## config.mk

```make
export PLATFORM = sky130hd
export DESIGN_NAME = ks_i2s_tx
export DESIGN_NICKNAME = d
export VERILOG_FILES = /design/src/rtl/ks_i2s_tx.sv
export SDC_FILE = /design/constraint.sdc
export NUM_CORES = 1
export LEC_CHECK = 0
export ABC_CLOCK_PERIOD_IN_PS = 2700
export BUFFER_PORTS_ARGS = -buffer_cell sky130_fd_sc_hd__buf_2
export CORE_AREA = 4 4 83 117
export CTS_BUF_LIST = sky130_fd_sc_hd__clkbuf_4 sky130_fd_sc_hd__clkbuf_8 sky130_fd_sc_hd__clkbuf_16
export CTS_CLUSTER_DIAMETER = 60
export DETAILED_ROUTE_END_ITERATION = 10
export DIE_AREA = 0 0 87 121
export GPL_ROUTABILITY_DRIVEN = 1
export GPL_TIMING_DRIVEN = 0
export HOLD_SLACK_MARGIN = 0.12
export MAX_ROUTING_LAYER = met4
export REMOVE_ABC_BUFFERS = 1
export SLEW_MARGIN = 40
export SYNTH_ARGS = -nofsm -noshare
export SYNTH_HDL_FRONTEND = slang
export SYNTH_SLANG_ARGS = --single-unit
```

## constraint.sdc

```tcl
create_clock -name clk -period 2.7 [get_ports clk]
set_clock_uncertainty 0.1 [all_clocks]
set_input_delay 0.135 -clock clk [delete_from_list [all_inputs] [get_ports clk]]
set_output_delay 0.135 -clock clk [all_outputs]
set_load 0.02 [all_outputs]
```

## src/rtl/ks_i2s_tx.sv

```systemverilog
// I2S transmitter: a 2-entry sample FIFO feeding a mono-to-stereo serializer with frame tick.
// Define KS_I2S_TX_LJ_EN for left-justified output (no 1-bit delay after the lrck edge).
module ks_i2s_tx #(
    parameter int SAMPLE_W  = 16,
    parameter int BCLK_DIV  = 4,
    parameter int SLOT_BITS = 32
) (
    input  logic                clk,
    input  logic                aclr_n,
    input  logic [SAMPLE_W-1:0] sample,
    input  logic                sample_valid,
    output logic                sample_ready,
    input  logic                underrun_clr,
    output logic                underrun,
    output logic                frame_strobe,
    output logic                bclk,
    output logic                lrck,
    output logic                sdata
);

    localparam int DW = $clog2(BCLK_DIV);
    localparam int PW = $clog2(2 * SLOT_BITS);
    localparam logic [DW-1:0] DIV_LAST = DW'(BCLK_DIV - 1);
    localparam logic [PW-1:0] POS_LAST = PW'(2 * SLOT_BITS - 1);
    localparam logic [PW-1:0] SLOT_LEN = PW'(SLOT_BITS);

    logic [DW-1:0]       div;
    logic [PW-1:0]       pos;
    logic [SAMPLE_W-1:0] out_reg;
    logic [SAMPLE_W-1:0] fifo_mem [2];
    logic                wr_ptr;
    logic                rd_ptr;
    logic [1:0]          count;

    logic                fall;
    logic                frame_start;
    logic                push;
    logic                pop;
    logic [PW-1:0]       pos_nxt;
    logic [PW-1:0]       slot_idx;
    logic                lrck_nxt;
    logic                sdata_nxt;
    logic [SAMPLE_W-1:0] out_nxt;
    logic [1:0]          count_nxt;

    // NOTE: every always_comb output gets a default first, so no path can infer a latch.
    always_comb begin
        fall        = bclk && (div == DIV_LAST);
        pos_nxt     = (pos == POS_LAST) ? '0 : pos + 1'b1;
        frame_start = fall && (pos_nxt == '0);
        push        = sample_valid && sample_ready;
        pop         = frame_start && (count != 2'd0);
        out_nxt     = pop ? fifo_mem[rd_ptr] : out_reg;
        lrck_nxt    = (pos_nxt >= SLOT_LEN);
        slot_idx    = lrck_nxt ? pos_nxt - SLOT_LEN : pos_nxt;

        // The bit shown at a position is taken from the freshly loaded word at frame start.
        sdata_nxt = 1'b0;
        for (int i = 0; i < SAMPLE_W; i++) begin
`ifdef KS_I2S_TX_LJ_EN
            if (slot_idx == PW'(SAMPLE_W - 1 - i)) sdata_nxt = out_nxt[i];
`else
            if (slot_idx == PW'(SAMPLE_W - i)) sdata_nxt = out_nxt[i];
`endif
        end

        unique case ({push, pop})
            2'b10:   count_nxt = count + 2'd1;
            2'b01:   count_nxt = count - 2'd1;
            default: count_nxt = count;
        endcase
    end

    // NOTE: FIFO storage is not reset; only pointers and count define its contents.
    always_ff @(posedge clk) begin
        if (push) fifo_mem[wr_ptr] <= sample;
    end

    always_ff @(posedge clk) begin
        if (!aclr_n) begin
            div          <= '0;
            bclk         <= 1'b0;
            pos          <= POS_LAST;
            lrck         <= 1'b0;
            sdata        <= 1'b0;
            frame_strobe <= 1'b0;
            underrun     <= 1'b0;
            out_reg      <= '0;
            wr_ptr       <= 1'b0;
            rd_ptr       <= 1'b0;
            count        <= 2'd0;
            sample_ready <= 1'b1;
        end else begin
            frame_strobe <= frame_start;
            if (div == DIV_LAST) begin
                div  <= '0;
                bclk <= ~bclk;
            end else begin
                div <= div + 1'b1;
            end

            if (fall) begin
                pos     <= pos_nxt;
                lrck    <= lrck_nxt;
                sdata   <= sdata_nxt;
                out_reg <= out_nxt;
            end

            if (push) wr_ptr <= ~wr_ptr;
            if (pop)  rd_ptr <= ~rd_ptr;
            count        <= count_nxt;
            sample_ready <= (count_nxt != 2'd2);

            // A new underrun outranks a simultaneous clear.
            if (frame_start && (count == 2'd0)) underrun <= 1'b1;
            else if (underrun_clr)              underrun <= 1'b0;
        end
    end

endmodule

```

==> flow_summary.ini, run 1 <==
[critical_path]
endpoint_kind = flip-flop
max_stage_delay_ns = 0.46
r2r_slack_ns = 0.11
arrival_ns = 2.75
ff2ff_path_depth = 9
timing.rr.start = pos[0]
worstPathCellList = ha_4 -> buf_4 -> nand2b_1 -> o22a_1 -> or3b_2 -> a31o_1 -> a211oi_2 -> o21ai_1 -> a21oi_1
r2r-end = sdata
crit_path_start_kind = flip-flop
cp_num_buf_inv = 1
cp_max_fo = 11
crit_slowest_cell = or3b_2
path_class = flip-flop to flip-flop
required_ns = 2.86
critical-path-top-delay-family = compound AO/OA/AOI/OAI gates

[cells_and_area]
syn2layout_area_growth_pct = 30.9
nNetsFinal = 348
drive_above_1_share = 0.261
largest_register_ffs = 32
fin_util = 0.444
n_antenna_cell = 0

[floorplanning]
initial_core_util = 0.339
die_h_microns = 121
dieArea_sq_um = 10500
die_x_microns = 87
rows = 41
pin_count = 26
core_area_sq_um = 8770

[global_route]
overflow = 0
grt_pass1_vias = 2244
antenna_found_initial = 0
grt_pass1_wl_microns = 10900
grtUsageTotal = 0.141
grt_max_degree = 23

[logic_synthesis]
netlist_area_sq_um = 2980
yosysWarnings = 0
syn-mean-instance-area_sq_um = 10.9
postSynth.asyncResetShare = 0
yosys_most_used_dff = dfxtp_1
synthCells = 272
ys_seq_area_frac = 0.558
yosysUniqueCellTypes = 52
ys_ff_latch = 67
synth-edff-count = 32

[timing]
whs_ns = 0.155
fin_setup_tns_ns = 0
fin_crit_ns = 2.59
worstMarginPinSlew_ns = 0.807
fmax_ghz = 0.386
slew_violations = 0
setup_viol = 0
hold_violations = 0
max_slew_margin = 0.462
grt_setup_unrepaired = false
fin_crit_sh = 0.960

[power_and_ir_drop]
peakVddDrop_mv = 0.580
leakage_uw = 0.00146
power_uw = 2600
powerDensity_nw_per_um2 = 668

[clocking]
cts_root_buf = clkbuf_16
cts.sinks = 67
cts_max_level = 3
clock_latency_ns = 0.33
cts_tree = yes
cts_made_buffers = 9
clk_pin_slew_ns = 0.05
clockBufferDepth = 2

[routing]
drt_wl_total_microns = 6530
drt-vias-per-instance = 5.13
vias = 2223
ant_nets = 0
first_pass_iters = 4
wl_per_cell_microns = 15.1
drt_iter0_drc = 172
drc_errors = 0

[placement]
hpwl_microns = 4080
port_buffers = 25
gp_congestion = 0.860

[outcome]
status = completed

[hold_path]
whs_endpoint = wr_ptr
hp-class = primary input to flip-flop
worstHoldStart = sample_valid
whs_path_depth = 4

[run]
drv_cap = 0
-- worst register-to-register path: stages, from the launching register on --
cell and delay (ns):
dfxtp_4 0.39, ha_4 0.20, buf_4 0.15, nand2b_1 0.17
o22a_1 0.31, or3b_2 0.46, a31o_1 0.25, a211oi_2 0.22
o21ai_1 0.13, a21oi_1 0.15
-- cell usage in the layout, fill, tap and decap left out, types with 5 or more instances in the layout --
master          n
nor2_1         33
dfxtp_1        29
o21ai_0        14
inv_1           5
a211oi_1        6
mux2_2          8
or3_1           5
a21oi_1        13
nand2_1        17
edfxtp_1       32
dlygate4sd3_1  18
ha_1            5
buf_4           6
buf_2          25
mux2i_1        12
clkbuf_16       9
nand3_1         5
-- what timing repair did --
action                                  in CTS  in global routing
hold buffers                                18                  0
pin swaps                                    1                  3
hold endpoints to repair                    39                  0
cloned                                       1                  0
resized for setup                           18                 10
setup buffers                                2                  4
endpoints found under the setup margin      12                  3
-- per-layer routing --
metal / part of all wire / global-route usage / vias up / wire length (microns)
met5: 0 / - / - / 0
met4: 0.042 / 0.0975 / 0 / 276
met3: 0.022 / 0.0374 / 15 / 144
met2: 0.54 / 0.234 / 34 / 3520
met1: 0.40 / 0.142 / 1078 / 2590
li1: - / - / 1096 / -
-- metrics by stage --
step | instances | setup WS, ns | instance area (sq um)
final | 433 | 0.108 | 3890
after global routing | 433 | 0.00897 | 3890
after CTS | 429 | 0.00431 | 3830
after detailed placement | 392 | -0.836 | 3200
after global placement | 392 | -0.982 | 3180
after floorplan | 260 | -0.372 | 2920
-- area by class of cell --
cell class                      count  area, sq um
Fill cell                         808         4880
Sequential cell                    67         1680
Multi-Input combinational cell    188         1370
Timing Repair Buffer               49          350
Clock buffer                        9          225
Tap cell                          107          134
Clock inverter                      7          116
Inverter                            6         25.0
-- worst max-delay path by stage --
stage                 from           end  cells after the start
floorplan           pos[0]  sample_ready                      8
global placement    pos[0]  sample_ready                      8
detailed placement  pos[0]  sample_ready                      9
CTS                 pos[0]  sample_ready                      9
global route        pos[0]         sdata                     10
finish              pos[0]         sdata                      9
-- cells in the mapped netlist, drive strengths merged, types with 3 or more instances --
cell type / count / area [sq um]
a211oi: 8 / 70.1
a21oi: 14 / 70.1
and2: 5 / 31.3
buf: 6 / 30.0
clkbuf: 6 / 22.5
dfxtp: 35 / 701
edfxtp: 32 / 961
ha: 7 / 87.6
inv: 5 / 18.8
mux2: 8 / 90.1
mux2i: 13 / 130
nand2: 17 / 63.8
nand2b: 4 / 25.0
nand3: 7 / 35.0
nor2: 34 / 128
o211ai: 4 / 30.0
o21ai: 16 / 80.1
or2: 3 / 18.8
or3: 5 / 31.3
or3b: 3 / 26.3
xnor2: 3 / 26.3
xor2: 4 / 35.0
-- kinds of logic after synthesis --
group	count (synthesis)	synth area share
flops	67	0.558
simple gates	91	0.153
buf+inv	18	0.0252
compound gates	61	0.140
fa+ha+maj	7	0.0294
xor+xnor	7	0.0206
mux	21	0.0740
-- power by group --
group	total [uW]	internal (uW)	switching, uW	leakage (uW)
clock network	1320	898	417	0.000165
registers	1140	1120	19.5	0.000582
logic	151	69.5	81.0	0.000712
total	2600	2090	517	0.00146
No activity file was read; power rests on OpenSTA's default activity.
==> inputs of run 2 (changes only) <==
Settings changed: ABC_AREA set to 1, CORE_AREA 4 4 83 117 to 4 4 84 117, DIE_AREA 0 0 87 121 to 0 0 88 121.
==> flow_summary.ini, run 2 <==
[logic_synthesis]
yosysMostFrequentCell = nand2_1
ys_seq_area_frac = 0.551
netlist_top_cells_count = nand2_1 (86), dfxtp_1 (35), inv_1 (35), edfxtp_1 (32), nor2_1 (32)
yosysTopAreaCell = edfxtp_1
yosysWarnings = 0
postSynth.asyncResetShare = 0
netlist_area_sq_um = 3010
synth_area_leaders = edfxtp_1 (32%), dfxtp_1 (23%), nand2_1 (11%)
syn-mean-instance-area_sq_um = 8.71
yosysUniqueCellTypes = 31
synthCells = 346
ys_ff_latch = 67
yosys_most_used_dff = dfxtp_1
synth_top_area_frac = 0.319
synth-edff-count = 32

[global_route]
overflow = 0
antenna_found_initial = 0
grt_max_degree = 26
grt_pass1_wl_microns = 9920
grt_pass1_vias = 2188
busiest_layer = met2
met2_usage = 0.217
grtUsageTotal = 0.126
use_met1 = 0.127
met3_usage = 0.0285

[clocking]
cts_root_buf = clkbuf_16
clk_pin_slew_ns = 0.06
cts_made_buffers = 9
clock_latency_ns = 0.33
cts_max_level = 3
clockBufferDepth = 2
cts_tree = yes
cts.sinks = 67

[placement]
hpwl_microns = 3990
place_area_sq_um = 3240
port_buffers = 25
gp_congestion = 0.788

[power_and_ir_drop]
power_uw = 2340
peakVddDrop_mv = 0.413
powerDensity_nw_per_um2 = 590
leakage_uw = 0.00172

[run]
drv_cap = 0

[cells_and_area]
fin_util = 0.447
fillerInstances = 853
design_area_sq_um = 3970
final_common_cell = nand2_1
largest_register_ffs = 32
syn2layout_area_growth_pct = 31.8
n_antenna_cell = 0
drive_above_1_share = 0.239
layout_common_cells = nand2_1 (80), inv_1 (35), edfxtp_1 (32)
nNetsFinal = 437

[timing]
setup_viol = 0
slew_violations = 0
worstMarginPinSlew_ns = 0.797
whs_ns = 0.340
hold_violations = 0
max_slew_margin = 0.465
fin_crit_sh = 0.936
fin_crit_ns = 2.53
fmax_ghz = 0.396

[floorplanning]
initial_core_util = 0.339
die_h_microns = 121
die_x_microns = 88
dieArea_sq_um = 10600
pin_count = 26
core_area_sq_um = 8870
rows = 41

[routing]
drt-vias-per-instance = 4.52
drt_wl_total_microns = 6250
vias = 2360
drc_errors = 0
drt_iter0_drc = 85
first_pass_iters = 4
ant_nets = 0
wl_per_cell_microns = 12.0

[critical_path]
endpoint_kind = flip-flop
worst_path_most_repeated_cell = nand2_1
required_ns = 2.85
max_stage_delay_ns = 0.39
path_class = flip-flop to flip-flop
arrival_ns = 2.67
crit_slowest_cell = dfxtp_4
crit_path_start_kind = flip-flop
cp_max_fo = 6

[hold_path]
hp-class = flip-flop to flip-flop

[outcome]
status = completed
-- run 2: per-stage QoR --
stage / cells / setup slack [ns] / TNS [ns]
after global placement: 469 / -0.244 / -0.376
after global routing: 522 / -0.0455 / -0.0681
after detailed placement: 469 / -0.288 / -0.509
final: 522 / 0.173 / 0
after floorplan: 337 / 0.190 / 0
after CTS: 507 / 0.00979 / 0
-- run 2: timing repair --
item                                   in CTS  in global routing
pin swaps                                   1                 15
gates resized for setup                     8                 25
cloned                                      1                  0
setup buffers                               1                 15
hold buffers                               20                  0
setup endpoints to repair                   3                  2
endpoints found under the hold margin      43                  0
-- run 2: final cells by class --
| cell class | instances | area [sq um] | area share |
|---|---|---|---|
| Sequential cell | 67 | 1670 | 0.421 |
| Clock buffer | 10 | 239 | 0.0602 |
| Inverter | 49 | 194 | 0.0488 |
| Multi-Input combinational cell | 221 | 1210 | 0.305 |
| Timing Repair Buffer | 61 | 473 | 0.119 |
| Tap cell | 107 | 134 | 0.0337 |
| Clock inverter | 6 | 40.0 | 0.0101 |
| Timing Repair inverter | 1 | 6.26 | 0.00158 |
-- run 2: final timing paths --
kind,cells after the start,slack (ns),from,to
hold reg to reg,1,0.34,div[0],div[0]
setup reg to reg,26,0.17,pos[1],sdata
hold / removal,1,0.34,div[0],div[0]
setup / recovery,26,0.17,pos[1],sdata
-- run 2: per-layer routing --
layer | up-vias | part of all wire
met2 | 23 | 0.53
met1 | 1062 | 0.40
met5 | - | 0
met3 | 19 | 0.027
met4 | 0 | 0.036
li1 | 1256 | -
-- run 2: kinds of logic (layout without fill, tap and decap cells) --
kind of cell,count (synthesis),after routing,share of synthesized area
simple gates,168,168,0.254
flops,67,67,0.551
buf+inv,58,127,0.0748
compound gates,43,43,0.0814
fa+ha+maj,7,7,0.0291
mux,2,2,0.00664
xor+xnor,1,1,0.00291
-- run 2: worst max-delay path: cells and delay by family (launching register included) --
family | cells | cell delay (ns)
and+or+nand+nor | 23 | 1.56
buffers and inverters | 2 | 0.28
DFF | 1 | 0.39
AOI/OAI and AO/OA | 1 | 0.10
-- run 2: where the power goes --
part / internal, uW / switching [uW] / leakage (uW)
logic: 63.0 / 84.9 / 0.00101
registers: 1110 / 16.5 / 0.000583
clock network: 643 / 422 / 0.000135
==> inputs of run 3 (changes only) <==
Settings changed: ABC_CLOCK_PERIOD_IN_PS 2700 to 2200.
Clock period 2.7 ns to 2.2 ns, I/O delays scaled along.
==> flow_summary.ini, run 3 (synthesis results as in run 2) <==
[outcome]
status = complete, but fails checks
violations = negative setup slack

[routing]
ant_nets = 0
first_pass_iters = 4
drc_errors = 0
vias = 2424
drt-vias-per-instance = 4.54
drt_iter0_drc = 96
wl_per_cell_microns = 12.1
drt_wl_total_microns = 6470

[clocking]
cts_max_level = 3
cts_tree = yes
cts.sinks = 67
cts_made_buffers = 9
cts_root_buf = clkbuf_16
clockBufferDepth = 2
clk_pin_slew_ns = 0.06
clock_latency_ns = 0.33

[timing]
grt_setup_unrepaired = true
fin_crit_ns = 2.46
hold_violations = 0
fmax_ghz = 0.407
slew_violations = 0
fin_crit_sh = 1.12
fin_setup_tns_ns = -0.944
worstMarginPinSlew_ns = 0.779
max_slew_margin = 0.477
setup_viol = 5
fin_ws_ns = -0.257

[floorplanning]
die_x_microns = 88
rows = 41
initial_core_util = 0.339
dieArea_sq_um = 10600
core_area_sq_um = 8870
die_h_microns = 121
pin_count = 26

[cells_and_area]
drive_above_1_share = 0.269
fin_util = 0.463
largest_register_ffs = 32
nNetsFinal = 449
final_common_cell = nand2_1
n_antenna_cell = 0
syn2layout_area_growth_pct = 36.4
layout_common_cells = nand2_1 (80), inv_1 (35), edfxtp_1 (32)

[critical_path]
crit_cells = 16
ff2ff_path_depth = 16
cp_max_fo = 6
cp_num_buf_inv = 4
arrival_ns = 2.58
critical-path-top-delay-family = simple AND/OR/NAND/NOR gates
crit_slowest_cell = dfxtp_4
r2r-end = sample_ready
worstPathCellList = ha_4 -> nand2_4 -> inv_2 -> nand2_2 -> nand2_4 -> nand2_4 -> nor2_4 -> nand3_4 -> inv_8 -> buf_12 -> buf_8 -> ha_4 -> nor3b_4 -> o21ai_1 -> a21oi_2 -> nand2_1
startpoint = pos[0]
worst_path_most_repeated_cell = nand2_4
crit_path_start_kind = flip-flop
max_stage_delay_ns = 0.38
required_ns = 2.32
timing.rr.start = pos[0]
crit_end = sample_ready
endpoint_kind = flip-flop
path_class = flip-flop to flip-flop
r2r_slack_ns = -0.26

[global_route]
grtUsageTotal = 0.136
antenna_found_initial = 0
grt_pass1_vias = 2359
grt_max_degree = 26
overflow = 0
grt_pass1_wl_microns = 10700

[power_and_ir_drop]
pwr-share-clk = 0.451
leakage_uw = 0.00175
seqPwrFrac = 0.479
p_sw_frac = 0.226
p_int_uw = 2240
peakVddDrop_mv = 0.472
power_frac_comb = 0.070
switching_power_uw = 653
powerDensity_nw_per_um2 = 704

[placement]
port_buffers = 25
gp_congestion = 0.788
hpwl_microns = 3990

[run]
drv_cap = 0

[hold_path]
hp-class = flip-flop to flip-flop
==> run 3: how the worst min path moves through the flow <==
stage                   start             end  cells past startpoint
floorplan              aclr_n          pos[4]                      1
global placement    sample[8]  fifo_mem[0][8]                      1
detailed placement  sample[9]  fifo_mem[0][9]                      1
CTS                    div[0]          div[0]                      1
global route           div[0]          div[0]                      1
finish                 div[0]          div[0]                      1
==> run 3: what timing repair did <==
| action | 4_1_cts | 5_1_grt |
|---|---|---|
| hold endpoints to repair | 43 | 0 |
| gates cloned | 2 | 0 |
| pin swaps | 9 | 9 |
| setup buffers | 22 | 3 |
| hold buffers | 22 | 0 |
| setup endpoints to repair | 17 | 7 |
| resized for setup | 24 | 17 |
==> run 3: cell type report <==
class                           count  area (sq um)
Clock buffer                       10           239
Clock inverter                      6          40.0
Fill cell                         838          4770
Inverter                           49           199
Multi-Input combinational cell    222          1260
Sequential cell                    67          1670
Tap cell                          107           134
Timing Repair Buffer               72           557
Timing Repair inverter              1          8.76
==> run 3: power groups by stage <==
stage | Combinational [uW] | Clock [uW] | Sequential (uW)
2_1_floorplan | 84.2 | 0 | 1410
3_3_place_gp | 134 | 0 | 1410
3_5_place_dp | 143 | 0 | 1410
4_1_cts | 189 | 1330 | 1380
5_1_grt | 226 | 1400 | 1390
6_report | 203 | 1300 | 1390
==> run 3: worst reg2reg max path: cells and delay by family (launching register included) <==
kind	cells	cell delay, ns
AO/OA/AOI/OAI	2	0.24
adder cells (fa/ha/maj)	2	0.37
buffers and inverters	4	0.39
flip-flops	1	0.38
AND/OR/NAND/NOR	8	0.88
==> run 3: per-layer routing <==
| metal | vias up | track usage | share of wire |
|---|---|---|---|
| li1 | 1281 | - | - |
| met1 | 1104 | 0.133 | 0.39 |
| met2 | 22 | 0.239 | 0.56 |
| met3 | 17 | 0.0285 | 0.021 |
| met4 | 0 | 0.0854 | 0.031 |
| met5 | - | - | 0 |
==> run 3: through the flow <==
step	hold slack [ns]	power (uW)	instance area (sq um)	setup slack, ns	instances
floorplan	0.0791	1500	2970	-0.310	337
global placement	0.197	1550	3230	-0.744	469
detailed placement	0.201	1550	3240	-0.788	469
CTS	0.340	2910	4010	-0.254	531
global route	0.348	3020	4110	-0.458	534
finish	0.337	2890	4110	-0.257	534
